File: src/rtl/add_seq_64.sv
// Multi-cycle wide adder/subtractor: walks a full-width operand pair through one
// 16-bit carry-lookahead slice per cycle, LSB-first, then offers the result on a valid/ready port.

module add_pg_16 (
    input  logic [15:0] a,
    input  logic [15:0] b,
    input  logic        carry_in,
    output logic [15:0] sum,
    output logic        carry_out,
    output logic        prop_out,
    output logic        gen_out
);
    logic [15:0] p;
    logic [15:0] g;
    logic [15:0] c;
    logic [3:0]  grp_p;
    logic [3:0]  grp_g;
    logic [3:0]  grp_c;

    assign p = a ^ b;
    assign g = a & b;

    // First level: 4-bit group propagate/generate and in-group carries.
    generate
        for (genvar gi = 0; gi < 4; gi++) begin : g_group
            assign grp_p[gi] = &p[4*gi +: 4];
            assign grp_g[gi] = g[4*gi+3]
                             | (p[4*gi+3] & g[4*gi+2])
                             | (p[4*gi+3] & p[4*gi+2] & g[4*gi+1])
                             | (p[4*gi+3] & p[4*gi+2] & p[4*gi+1] & g[4*gi]);

            assign c[4*gi]   = grp_c[gi];
            assign c[4*gi+1] = g[4*gi]
                             | (p[4*gi] & grp_c[gi]);
            assign c[4*gi+2] = g[4*gi+1]
                             | (p[4*gi+1] & g[4*gi])
                             | (p[4*gi+1] & p[4*gi] & grp_c[gi]);
            assign c[4*gi+3] = g[4*gi+2]
                             | (p[4*gi+2] & g[4*gi+1])
                             | (p[4*gi+2] & p[4*gi+1] & g[4*gi])
                             | (p[4*gi+2] & p[4*gi+1] & p[4*gi] & grp_c[gi]);
        end
    endgenerate

    // Second level: group carries computed directly from the slice carry-in.
    assign grp_c[0] = carry_in;
    assign grp_c[1] = grp_g[0] | (grp_p[0] & carry_in);
    assign grp_c[2] = grp_g[1]
                    | (grp_p[1] & grp_g[0])
                    | (grp_p[1] & grp_p[0] & carry_in);
    assign grp_c[3] = grp_g[2]
                    | (grp_p[2] & grp_g[1])
                    | (grp_p[2] & grp_p[1] & grp_g[0])
                    | (grp_p[2] & grp_p[1] & grp_p[0] & carry_in);

    assign gen_out  = grp_g[3]
                    | (grp_p[3] & grp_g[2])
                    | (grp_p[3] & grp_p[2] & grp_g[1])
                    | (grp_p[3] & grp_p[2] & grp_p[1] & grp_g[0]);
    assign prop_out = &grp_p;

    assign carry_out = grp_g[3] | (grp_p[3] & grp_c[3]);
    assign sum       = p ^ c;
endmodule

module add_seq_64 #(
    parameter int SLICES = 4
) (
    input  logic                   clk,
    input  logic                   rst,
    input  logic                   in_valid,
    output logic                   in_ready,
    input  logic [16*SLICES-1:0]   a,
    input  logic [16*SLICES-1:0]   b,
    input  logic                   cin,
    input  logic                   sub,
    output logic                   out_valid,
    input  logic                   out_ready,
    output logic [16*SLICES-1:0]   sum,
    output logic                   cout,
    output logic                   ovf
);
    localparam int W  = 16 * SLICES;
    localparam int KW = (SLICES > 1) ? $clog2(SLICES) : 1;
    localparam logic [KW-1:0] K_LAST = KW'(SLICES - 1);

    typedef enum logic [1:0] {
        IDLE = 2'd0,
        RUN  = 2'd1,
        DONE = 2'd2
    } state_t;

    state_t        state_q, state_d;
    logic [KW-1:0] k_q, k_d;
    logic [W-1:0]  a_q, a_d;
    logic [W-1:0]  b_q, b_d;
    logic          carry_q, carry_d;
    logic [W-1:0]  sum_q, sum_d;
    logic          cout_q, cout_d;
    logic          ovf_q, ovf_d;

    logic [15:0]   a_chunk [SLICES];
    logic [15:0]   b_chunk [SLICES];
    logic [15:0]   a_slice;
    logic [15:0]   b_slice;
    logic [15:0]   slice_sum;
    logic          slice_cout;
    logic          slice_prop;
    logic          slice_gen;

    generate
        for (genvar gi = 0; gi < SLICES; gi++) begin : g_chunk
            assign a_chunk[gi] = a_q[16*gi +: 16];
            assign b_chunk[gi] = b_q[16*gi +: 16];
        end
    endgenerate

    assign a_slice = a_chunk[k_q];
    assign b_slice = b_chunk[k_q];

    add_pg_16 u_slice (
        .a         (a_slice),
        .b         (b_slice),
        .carry_in  (carry_q),
        .sum       (slice_sum),
        .carry_out (slice_cout),
        .prop_out  (slice_prop),
        .gen_out   (slice_gen)
    );

    always_comb begin
        state_d = state_q;
        k_d     = k_q;
        a_d     = a_q;
        b_d     = b_q;
        carry_d = carry_q;
        sum_d   = sum_q;
        cout_d  = cout_q;
        ovf_d   = ovf_q;

        unique case (state_q)
            IDLE: begin
                if (in_valid) begin
                    // Subtraction is folded into an add of ~b with carry-in forced high.
                    a_d     = a;
                    b_d     = sub ? ~b : b;
                    carry_d = sub ? 1'b1 : cin;
                    k_d     = '0;
                    state_d = RUN;
                end
            end
            RUN: begin
                for (int i = 0; i < SLICES; i++) begin
                    if (k_q == KW'(i)) begin
                        sum_d[16*i +: 16] = slice_sum;
                    end
                end
                carry_d = slice_cout;
                if (k_q == K_LAST) begin
                    // On the top slice a_slice/b_slice bit 15 are the operand sign bits.
                    cout_d  = slice_cout;
                    ovf_d   = (a_slice[15] == b_slice[15]) && (slice_sum[15] != a_slice[15]);
                    k_d     = '0;
                    state_d = DONE;
                end else begin
                    k_d = k_q + KW'(1);
                end
            end
            DONE: begin
                if (out_ready) begin
                    state_d = IDLE;
                end
            end
            default: begin
                state_d = IDLE;
            end
        endcase
    end

    always_ff @(posedge clk) begin
        if (rst) begin
            state_q <= IDLE;
            k_q     <= '0;
            a_q     <= '0;
            b_q     <= '0;
            carry_q <= 1'b0;
            sum_q   <= '0;
            cout_q  <= 1'b0;
            ovf_q   <= 1'b0;
        end else begin
            state_q <= state_d;
            k_q     <= k_d;
            a_q     <= a_d;
            b_q     <= b_d;
            carry_q <= carry_d;
            sum_q   <= sum_d;
            cout_q  <= cout_d;
            ovf_q   <= ovf_d;
        end
    end

    // The slice's block propagate/generate must agree with its own carry-out.
    assert property (@(posedge clk) disable iff (rst)
        (state_q != RUN) || (slice_cout == (slice_gen | (slice_prop & carry_q))));

    assign in_ready  = (state_q == IDLE);
    assign out_valid = (state_q == DONE);
    assign sum       = sum_q;
    assign cout      = cout_q;
    assign ovf       = ovf_q;
endmodule

File: config.mk
export PLATFORM = sky130hd
export DESIGN_NAME = add_seq_64
export DESIGN_NICKNAME = d
export VERILOG_FILES = /design/src/rtl/add_seq_64.sv
export SDC_FILE = /design/constraint.sdc
export NUM_CORES = 1
export LEC_CHECK = 0
export CAP_MARGIN = 5
export CELL_PAD_IN_SITES_DETAIL_PLACEMENT = 1
export CELL_PAD_IN_SITES_GLOBAL_PLACEMENT = 1
export CORE_MARGIN = 4
export CORE_UTILIZATION = 42
export CTS_BUF_LIST = sky130_fd_sc_hd__clkbuf_4 sky130_fd_sc_hd__clkbuf_8
export DETAILED_ROUTE_END_ITERATION = 6
export GPL_TIMING_DRIVEN = 0
export PLACE_DENSITY_LB_ADDON = 0.1
export SLEW_MARGIN = 10
export SYNTH_ARGS = -nofsm -noshare
export SYNTH_HDL_FRONTEND = slang
export SYNTH_SLANG_ARGS = --single-unit
File: constraint.sdc
create_clock -name clk -period 10.1 [get_ports clk]
set_input_delay 2.02 -clock clk [delete_from_list [all_inputs] [get_ports clk]]
set_output_delay 2.02 -clock clk [all_outputs]
set_load 0.02 [all_outputs]
==> results.yml, run 1 <==
clock_tree:
  clk_latency_ns: 0.50
  clk_pin_slew_ns: 0.11
  post_cts_buffers: 0
  cts_buffer_depth: 2
  cts.sinks: 199
  htree_levels: 4
  clockRootBuffer: "clkbuf_8"
  cts_buffers: 17
  cts_resized: 0
  postCtsHoldBufs: 0
  tritoncts: "built"
critical_path:
  worstSetupStartpoint: "k_q[1]"
  startpoint_type: "flop"
  slowest_delay_ns: 0.70
  critPathKind: "reg2reg"
  r2r_cells: 11
  critical_path.endpoint: "sum[57]"
  cp_data_required_time_ns: 10.45
  critPathArrivalTime_ns: 4.89
  reg2reg_to: "sum[57]"
  reg2reg_slack_ns: 5.55
  r2r_start: "k_q[1]"
  cp_top_family: "buffers and inverters"
  slowest_stage: "xnor2_1"
  path_buf_inv: 3
  crit_chain: "clkbuf_1, buf_1, mux4_2, ha_1, o211ai_1, nor2_1, a21oi_1, inv_1, fa_1, xnor2_1, a211oi_1"
  cp.depth: 11
  endpoint_kind: "flop"
  cp_max_fo: 10
route:
  drc: 0
  drt-pass1-iter-count: 7
  drt_wl_total_um: 30600
  drtIter0Drc: 390
  vias: 8152
  top_layer: "met4"
  wl_met2_um: 15400
  routed_via_density: 5.40
  wl_met3_um: 1540
  antenna_left: 0
  drt-met1-wl_um: 13000
  wl_per_cell_um: 20.3
place:
  post-place-cells: 1479
  hpwl_um: 24200
  gp_congestion: 0.827
  io_buffer_count: 199
synth:
  synth_cell_types: 50
  yosysMostFrequentCell: "nand2_1"
  synthesis.area_um2: 9070
  yosys-top-cells-area: "dfxtp_1 44%, nand2_1 8.6%, mux4_2 7.9%"
  netlist_instances: 1005
  syn_nets: 1163
  yosysWarnings: 0
  synth_top_area_cell: "dfxtp_1"
  synth-seq-cells: 199
  synth.top_cells.by_count: "207 x nand2_1, 199 x dfxtp_1, 105 x a21oi_1, 100 x nor2_1, 83 x a211oi_1"
  ys.flop_type: "dfxtp_1"
  synth_edf_count: 0
  synth_top_area_share: 0.439
  ys_async_sr_fraction: 0
  ys_seq_area_frac: 0.439
  avgSynthCellArea_um2: 9.03
floorplan:
  die_x_um: 155
  die-area_um2: 24000
  core_um2: 21200
  initial_utilization: 0.429
  ios: 202
  rows: 53
  die_y_um: 155
layout:
  final_cells: 1511
  drive_gt1_frac: 0.0825
  n_antenna_cell: 0
  syn2layout_area_growth_pct: 30.1
  fin_util: 0.558
  layout.nets: 1381
global_route:
  grt_usage: 0.254
  grt_max_degree: 19
  grt_pass1_vias: 8603
  grt-ovfl-total: 0
  grt_pass1_wl_um: 47400
  antenna_found_initial: 0
power_and_ir_drop:
  power_switching_share: 0.315
  intPower_mw: 1.21
  power.total_mw: 1.77
  powerDensity_nw_per_um2: 150
  clockPowerShare: 0.296
  ir_drop_mv: 0.0935
  combPwrFrac: 0.216
  p_leak_nw: 4.16
  power.switching_uw: 556
  pwr-share-seq: 0.488
flow_run:
  maxCapViolCount: 0
outcome:
  status: "complete, no violations"
worst_hold_path:
  hold_depth: 2
  hp-class: "reg2reg"
sta:
  hold_viol: 0
  slew_headroom: 0.188
  finalCritPeriodShare: 0.450
  fmax_mhz: 220
  slew_violations: 0
  min_period_ns: 4.55
  hold_slack_ns: 0.461
  setup_tns_ns: 0
  finClkSkew_ns: 0.0175
  setup_viol: 0
  rsz0062_at_grt: "no"
  tightest_slew_ns: 1.20
## metrics by stage
step	area, µm²	worst slack, ns
after floorplan	9070	6.56
after global placement	11400	5.68
after detailed placement	11400	5.60
after CTS	11800	5.60
after global routing	11800	5.28
final	11800	5.55
## final cells by class
cell class	count	area [µm²]
plain buffers	84	348
clock buffers	19	255
clock inverters	13	136
fillers	2483	9360
inverters	6	22.5
multi-input cells	716	4720
flip-flops and latches	199	3980
well taps	275	344
repair buffers	199	1990
## worst min-delay path, cell delays in order (launching register included)
cell,delay [ns]
dfxtp_1,0.32
nand2_1,0.05
a21oi_1,0.05
## per-layer routing
metal,track usage,vias up
met5,0,-
met4,0.0845,0
met2,0.442,230
met1,0.320,3972
li1,-,3911
met3,0.0451,39
## flip-flops by register name (all words and copies together) (netlist names)
name     cells
b_q         64
a_q         64
sum         64
cout         1
ovf          1
k_q          2
carry_q      1
state_q      2
## worst min-delay path by stage
stage                     startpoint       to
after detailed placement     a_q[43]  a_q[43]
after CTS                    a_q[43]  a_q[43]
final                        a_q[39]  a_q[39]
after global placement       a_q[17]  a_q[17]
after floorplan              a_q[32]  a_q[32]
after global routing         a_q[11]  a_q[11]
## power by group through the flow
stage                     sequential [mW]  clock, mW  combinational, mW
after floorplan                     0.876          0              0.213
after global placement              0.877          0              0.369
after detailed placement            0.879          0              0.379
after CTS                           0.861      0.527              0.381
after global routing                0.867      0.564              0.412
final                               0.862      0.523              0.381
## layout by cell type, fill, tap and decap left out, types with 4 or more instances in the layout
master	synthesis	routed
nand2_1	207	207
dfxtp_1	199	199
clkdlybuf4s50_1	0	199
a21oi_1	105	105
nor2_1	100	100
a211oi_1	83	83
xnor2_1	69	69
clkbuf_1	57	57
mux4_2	32	32
buf_2	20	20
ha_1	20	20
clkbuf_8	0	18
nand3b_1	15	15
o21ai_0	9	9
inv_1	6	6
buf_1	6	6
nand2b_1	5	5
and2_1	5	5
o31ai_1	5	5
nor3_1	5	5
nor2b_1	4	4
or3_1	4	4
o41ai_1	4	4
fa_1	4	4
inv_8	0	4
clkinvlp_4	0	4
## cell families (layout without fill, tap and decap cells)
kind of cell / count (synthesis) / count (layout) / synth area share
AO/OA/AOI/OAI: 231 / 231 / 0.169
XOR/XNOR: 70 / 70 / 0.0676
adder cells (fa/ha/maj): 24 / 24 / 0.0364
buffers and inverters: 90 / 321 / 0.0408
flip-flops: 199 / 199 / 0.439
multiplexers: 34 / 34 / 0.0817
AND/OR/NAND/NOR: 357 / 357 / 0.165
(Power assumes the default switching activity.)
==> inputs of run 2 (changes only) <==
--- a/config.mk
+++ b/config.mk
@@ -9,7 +9,7 @@
 export CELL_PAD_IN_SITES_DETAIL_PLACEMENT = 1
 export CELL_PAD_IN_SITES_GLOBAL_PLACEMENT = 1
 export CORE_MARGIN = 4
-export CORE_UTILIZATION = 42
+export CORE_UTILIZATION = 39
 export CTS_BUF_LIST = sky130_fd_sc_hd__clkbuf_4 sky130_fd_sc_hd__clkbuf_8
 export DETAILED_ROUTE_END_ITERATION = 6
 export GPL_TIMING_DRIVEN = 0
==> constraint.sdc (replaced) <==
create_clock -name clk -period 4.6 [get_ports clk]
set_input_delay 0.92 -clock clk [delete_from_list [all_inputs] [get_ports clk]]
set_output_delay 0.92 -clock clk [all_outputs]
set_load 0.02 [all_outputs]
==> run 2 against run 1 <==
  * Utilization decreased by 3.6 points
  * Cell area increased by 0.71%
  * Total power increased by 120%
  * Clock power increased by 130%
  * Critical path type unchanged
  * Largest power group unchanged
  * Highest routed layer unchanged
==> results.yml, run 2 (synthesized netlist as in run 1, its figures left out) <==
critical_path:
  critPathKind: "reg2reg"
  startpoint_type: "flop"
  critPathArrivalTime_ns: 4.63
  cp_data_required_time_ns: 4.95
  reg2reg_slack_ns: 0.31
  r2r_cells: 11
  r2r_start: "k_q[0]"
  cp_max_fo: 10
  endpoint_kind: "flop"
  reg2reg_to: "sum[57]"
layout:
  final_common_cell: "nand2_1"
  n_antenna_cell: 0
  drive_gt1_frac: 0.0858
  syn2layout_area_growth_pct: 31.0
  fin_util: 0.522
  final_cell_mix: "207 x nand2_1, 199 x dfxtp_1, 199 x clkdlybuf4s50_1"
  fill_cells: 2641
  layout.nets: 1381
  design_area_um2: 11900
route:
  drtIter0Drc: 375
  drc: 0
  drt_wl_total_um: 30400
  vias: 8021
  drt-pass1-iter-count: 4
  wl_per_cell_um: 19.6
  antenna_left: 0
  routed_via_density: 5.18
global_route:
  grt_max_degree: 20
  grt_pass1_vias: 8143
  grt_usage: 0.233
  grt_pass1_wl_um: 46700
  antenna_found_initial: 0
  grt-ovfl-total: 0
floorplan:
  rows: 55
  initial_utilization: 0.398
  die_x_um: 161
  die-area_um2: 25800
  die_y_um: 161
  core_um2: 22800
  ios: 202
clock_tree:
  cts_buffers: 17
  cts.sinks: 199
  clk_pin_slew_ns: 0.11
  tritoncts: "built"
  postCtsHoldBufs: 0
  clk_latency_ns: 0.50
  clockRootBuffer: "clkbuf_8"
  cts_buffer_depth: 2
  htree_levels: 4
  post_cts_buffers: 0
power_and_ir_drop:
  powerDensity_nw_per_um2: 329
  p_leak_nw: 4.19
  ir_drop_mv: 0.148
place:
  gp_congestion: 0.865
  hpwl_um: 24000
  place_area_um2: 11500
  io_buffer_count: 199
worst_hold_path:
  whs_endpoint: "a_q[21]"
  hold_depth: 2
  holdCritStartpoint: "a_q[21]"
  hp-class: "reg2reg"
sta:
  hold_viol: 0
  rsz0062_at_grt: "no"
  slew_violations: 0
  finalCritPeriodShare: 0.932
  setup_tns_ns: 0
  tightest_slew_ns: 1.05
  min_period_ns: 4.29
  finClkSkew_ns: 0.0146
  fmax_mhz: 233
  setup_viol: 0
  slew_headroom: 0.293
flow_run:
  maxCapViolCount: 0
outcome:
  status: "complete, no violations"
## run 2: changes by cell type in the layout (fill, tap and decap cells not counted), sizes merged
cell | before | now
buf | 27 | 26
clkinv | 2 | 8
clkinvlp | 4 | 0
inv | 12 | 11
## run 2: cell type report
type                       count  area (µm²)  area share
clock inverter                14         163      0.0137
multi-input combinational    716        4730       0.398
timing repair buffer         199        1990       0.168
sequential                   199        3980       0.335
buffer                        84         350      0.0295
tap                          313         392      0.0330
clock buffer                  18         248      0.0208
inverter                       6        22.5     0.00190
## run 2: worst max-delay path by stage
| stage | to | slack (ns) | depth (start not counted) | start |
|---|---|---|---|---|
| global placement | sum[13] | 0.04 | 11 | k_q[1] |
| floorplan | sum[45] | 1.06 | 11 | k_q[0] |
| global route | sum[57] | 0.09 | 11 | k_q[0] |
| finish | sum[57] | 0.31 | 11 | k_q[0] |
| CTS | sum[61] | 0.003 | 11 | k_q[1] |
| detailed placement | sum[57] | -0.07 | 11 | k_q[1] |
## run 2: power breakdown
group | total, mW | internal, mW | leakage, nW | switching [mW]
clock | 1.18 | 0.469 | 0.209 | 0.709
sequential | 1.89 | 1.83 | 1.63 | 0.0622
combinational | 0.837 | 0.364 | 2.35 | 0.473
## run 2: metrics by stage
step / setup WS, ns / total power, mW / hold WS, ns / instances
6_report: 0.313 / 3.91 / 0.461 / 1549
5_1_grt: 0.0925 / 4.08 / 0.476 / 1549
4_1_cts: 0.00338 / 3.93 / 0.459 / 1549
3_5_place_dp: -0.0709 / 2.76 / 0.446 / 1517
3_3_place_gp: 0.0396 / 2.74 / 0.439 / 1517
2_1_floorplan: 1.06 / 2.39 / 0.433 / 1005
## run 2: timing repair
| action | 4_1_cts | 5_1_grt |
|---|---|---|
| resized for setup | 2 | 2 |
| setup endpoints to repair | 8 | 4 |
| pin swaps | 0 | 0 |
## run 2: per-layer routing
layer	wire length, µm	part of all wire	global-route usage	vias to the layer above
met2	15000	0.49	0.406	193
met4	518	0.017	0.0563	0
li1	-	-	-	3912
met3	1340	0.044	0.0357	36
met1	13500	0.45	0.305	3880
met5	0	0	0	-
## run 2: critical path, cell delays in order (launching register included)
cell and delay (ns):
dfxtp_1 0.38, buf_2 0.30, buf_2 0.42, mux4_2 0.60, ha_1 0.38, o211ai_1 0.36, nor2_1 0.13, a21oi_1 0.28
inv_1 0.10, fa_1 0.48, xnor2_2 0.50, a211oi_1 0.20
==> inputs of run 3 (changes only) <==
==> config.mk (replaced) <==
export PLATFORM = sky130hd
export DESIGN_NAME = add_seq_64
export DESIGN_NICKNAME = d
export VERILOG_FILES = /design/src/rtl/add_seq_64.sv
export SDC_FILE = /design/constraint.sdc
export NUM_CORES = 1
export LEC_CHECK = 0
export CAP_MARGIN = 5
export CORE_MARGIN = 4
export CORE_UTILIZATION = 45
export CTS_BUF_LIST = sky130_fd_sc_hd__clkbuf_4 sky130_fd_sc_hd__clkbuf_8
export DETAILED_ROUTE_END_ITERATION = 6
export GPL_TIMING_DRIVEN = 0
export PLACE_DENSITY = 0.73
export SLEW_MARGIN = 10
export SYNTH_ARGS = -nofsm -noshare
export SYNTH_HDL_FRONTEND = slang
export SYNTH_SLANG_ARGS = --single-unit
==> run 3 against run 2 <==
  * Largest cell class unchanged
  * Critical endpoint is now sum[29]
  * Cell area shrank 0.44%
  * Worst setup slack lost 0.11 ns
  * Combinational power shrank 2.9%
==> results.yml, run 3 (synthesized netlist as in run 1, its figures left out) <==
clock_tree:
  clk_pin_slew_ns: 0.10
  clockRootBuffer: "clkbuf_8"
  htree_levels: 4
  clk_latency_ns: 0.47
  postCtsHoldBufs: 0
  tritoncts: "built"
  cts_buffer_depth: 2
  cts_buffers: 17
  cts.sinks: 199
route:
  vias: 8079
  drt-pass1-iter-count: 5
  wl_per_cell_um: 18.3
  drtIter0Drc: 630
  drt_wl_total_um: 27500
  routed_via_density: 5.39
  antenna_left: 0
  drc: 0
layout:
  seq_area_um2: 3980
  syn2layout_area_growth_pct: 30.4
  final_cell_mix: "207 x nand2_1, 199 x dfxtp_1, 199 x clkdlybuf4s50_1"
  n_antenna_cell: 0
  multi_input_area_um2: 4720
  layout.nets: 1381
  final_common_cell: "nand2_1"
  fill_cells: 1819
  drive_gt1_frac: 0.0827
global_route:
  grt_pass1_wl_um: 42100
  grt_max_degree: 17
  grt-ovfl-total: 0
  grt_pass1_vias: 7861
  antenna_found_initial: 0
  grt_usage: 0.242
critical_path:
  slowest_stage: "buf_1"
  path_buf_inv: 2
  cp_max_fo: 10
  worstSetupStartpoint: "k_q[1]"
  critPathKind: "reg2reg"
  r2r_cells: 11
  cp_data_required_time_ns: 4.94
  cp.depth: 11
  reg2reg_to: "sum[29]"
  slowest_delay_ns: 0.61
  cp_top_family: "buffers and inverters"
  reg2reg_slack_ns: 0.20
  critical_path.endpoint: "sum[29]"
  startpoint_type: "flop"
  endpoint_kind: "flop"
  critPathArrivalTime_ns: 4.73
  crit_chain: "clkbuf_1, buf_1, mux4_2, ha_1, nand2_4, nor2_1, a221oi_4, nand2_1, fa_1, xnor2_1, a211oi_1"
  r2r_start: "k_q[1]"
floorplan:
  ios: 202
  die-area_um2: 22500
  die_y_um: 150
  initial_utilization: 0.462
  core_um2: 19700
  rows: 51
  die_x_um: 150
sta:
  slew_headroom: 0.304
  setup_tns_ns: 0
  tightest_slew_ns: 1.03
  slew_violations: 0
  setup_viol: 0
  min_period_ns: 4.40
  hold_slack_ns: 0.457
  rsz0062_at_grt: "no"
  finalCritPeriodShare: 0.956
  hold_viol: 0
  finClkSkew_ns: 0.0155
  fmax_mhz: 227
flow_run:
  maxCapViolCount: 0
power_and_ir_drop:
  power.switching_mw: 1.13
  ir_drop_mv: 0.207
  intPower_mw: 2.81
  powerDensity_nw_per_um2: 333
  clockPowerShare: 0.315
  p_leak_nw: 4.19
  combPwrFrac: 0.206
  power_switching_share: 0.288
  pwr-share-seq: 0.479
place:
  hpwl_um: 21600
  io_buffer_count: 199
  gp_congestion: 0.853
worst_hold_path:
  hp-class: "reg2reg"
outcome:
  status: "complete, no violations"
[run 3: cell count changes in the layout (fill, tap and decap cells not counted), sizes merged]
cell,previous run,this run
clkbuf,76,78
inv,11,8
bufinv,1,4
clkinv,8,3
clkinvlp,0,1
[run 3: routing by layer]
layer / wire length (µm) / vias up / global-route usage
li1: - / 3909 / -
met1: 11300 / 3794 / 0.310
met5: 0 / - / 0
met2: 13400 / 332 / 0.418
met4: 650 / 0 / 0.0695
met3: 2050 / 44 / 0.0457
[run 3: final cells by class]
cell class                 count  area share
sequential                   199       0.337
tap                          265      0.0280
clock buffer                  20      0.0222
timing repair buffer         199       0.168
multi-input combinational    716       0.399
buffer                        84      0.0296
inverter                       6     0.00190
clock inverter                10      0.0144
[run 3: timing repair]
action / 4_1_cts / 5_1_grt
gates resized for setup: 0 / 3
buffers inserted: 0 / 0
setup endpoints to repair: 0 / 5
[run 3: worst reg2reg max path: cells and delay by family (launching register included)]
kind | cells | cell delay (ns)
mux | 1 | 0.44
flops | 1 | 0.38
xor+xnor | 1 | 0.56
compound gates | 2 | 0.56
simple gates | 3 | 0.35
buf+inv | 2 | 1.11
fa+ha+maj | 2 | 0.88
[run 3: worst min-delay path by stage]
stage,start,to,slack (ns),cells past startpoint
final,sum[38],sum[38],0.46,2
after global routing,a_q[27],a_q[27],0.48,2
after CTS,a_q[62],a_q[62],0.46,2
after detailed placement,a_q[62],a_q[62],0.44,2
after global placement,a_q[15],a_q[15],0.44,2
after floorplan,a_q[32],a_q[32],0.43,2
[run 3: power groups by stage]
stage / Clock, mW / Combinational (mW) / Sequential, mW
finish: 1.24 / 0.813 / 1.89
detailed placement: 0 / 0.806 / 1.93
global placement: 0 / 0.792 / 1.92
global route: 1.31 / 0.882 / 1.90
CTS: 1.24 / 0.810 / 1.89
floorplan: 0 / 0.468 / 1.92
[run 3: metrics by stage]
stage	cell area [µm²]	setup slack, ns	total power, mW	utilization	cells
after global routing	11800	0.0268	4.09	0.602	1499
after CTS	11800	0.0844	3.94	0.602	1499
final	11800	0.203	3.94	0.602	1499
after global placement	11400	0.147	2.72	0.580	1469
after detailed placement	11400	0.111	2.73	0.580	1469
after floorplan	9070	1.06	2.39	-	1005
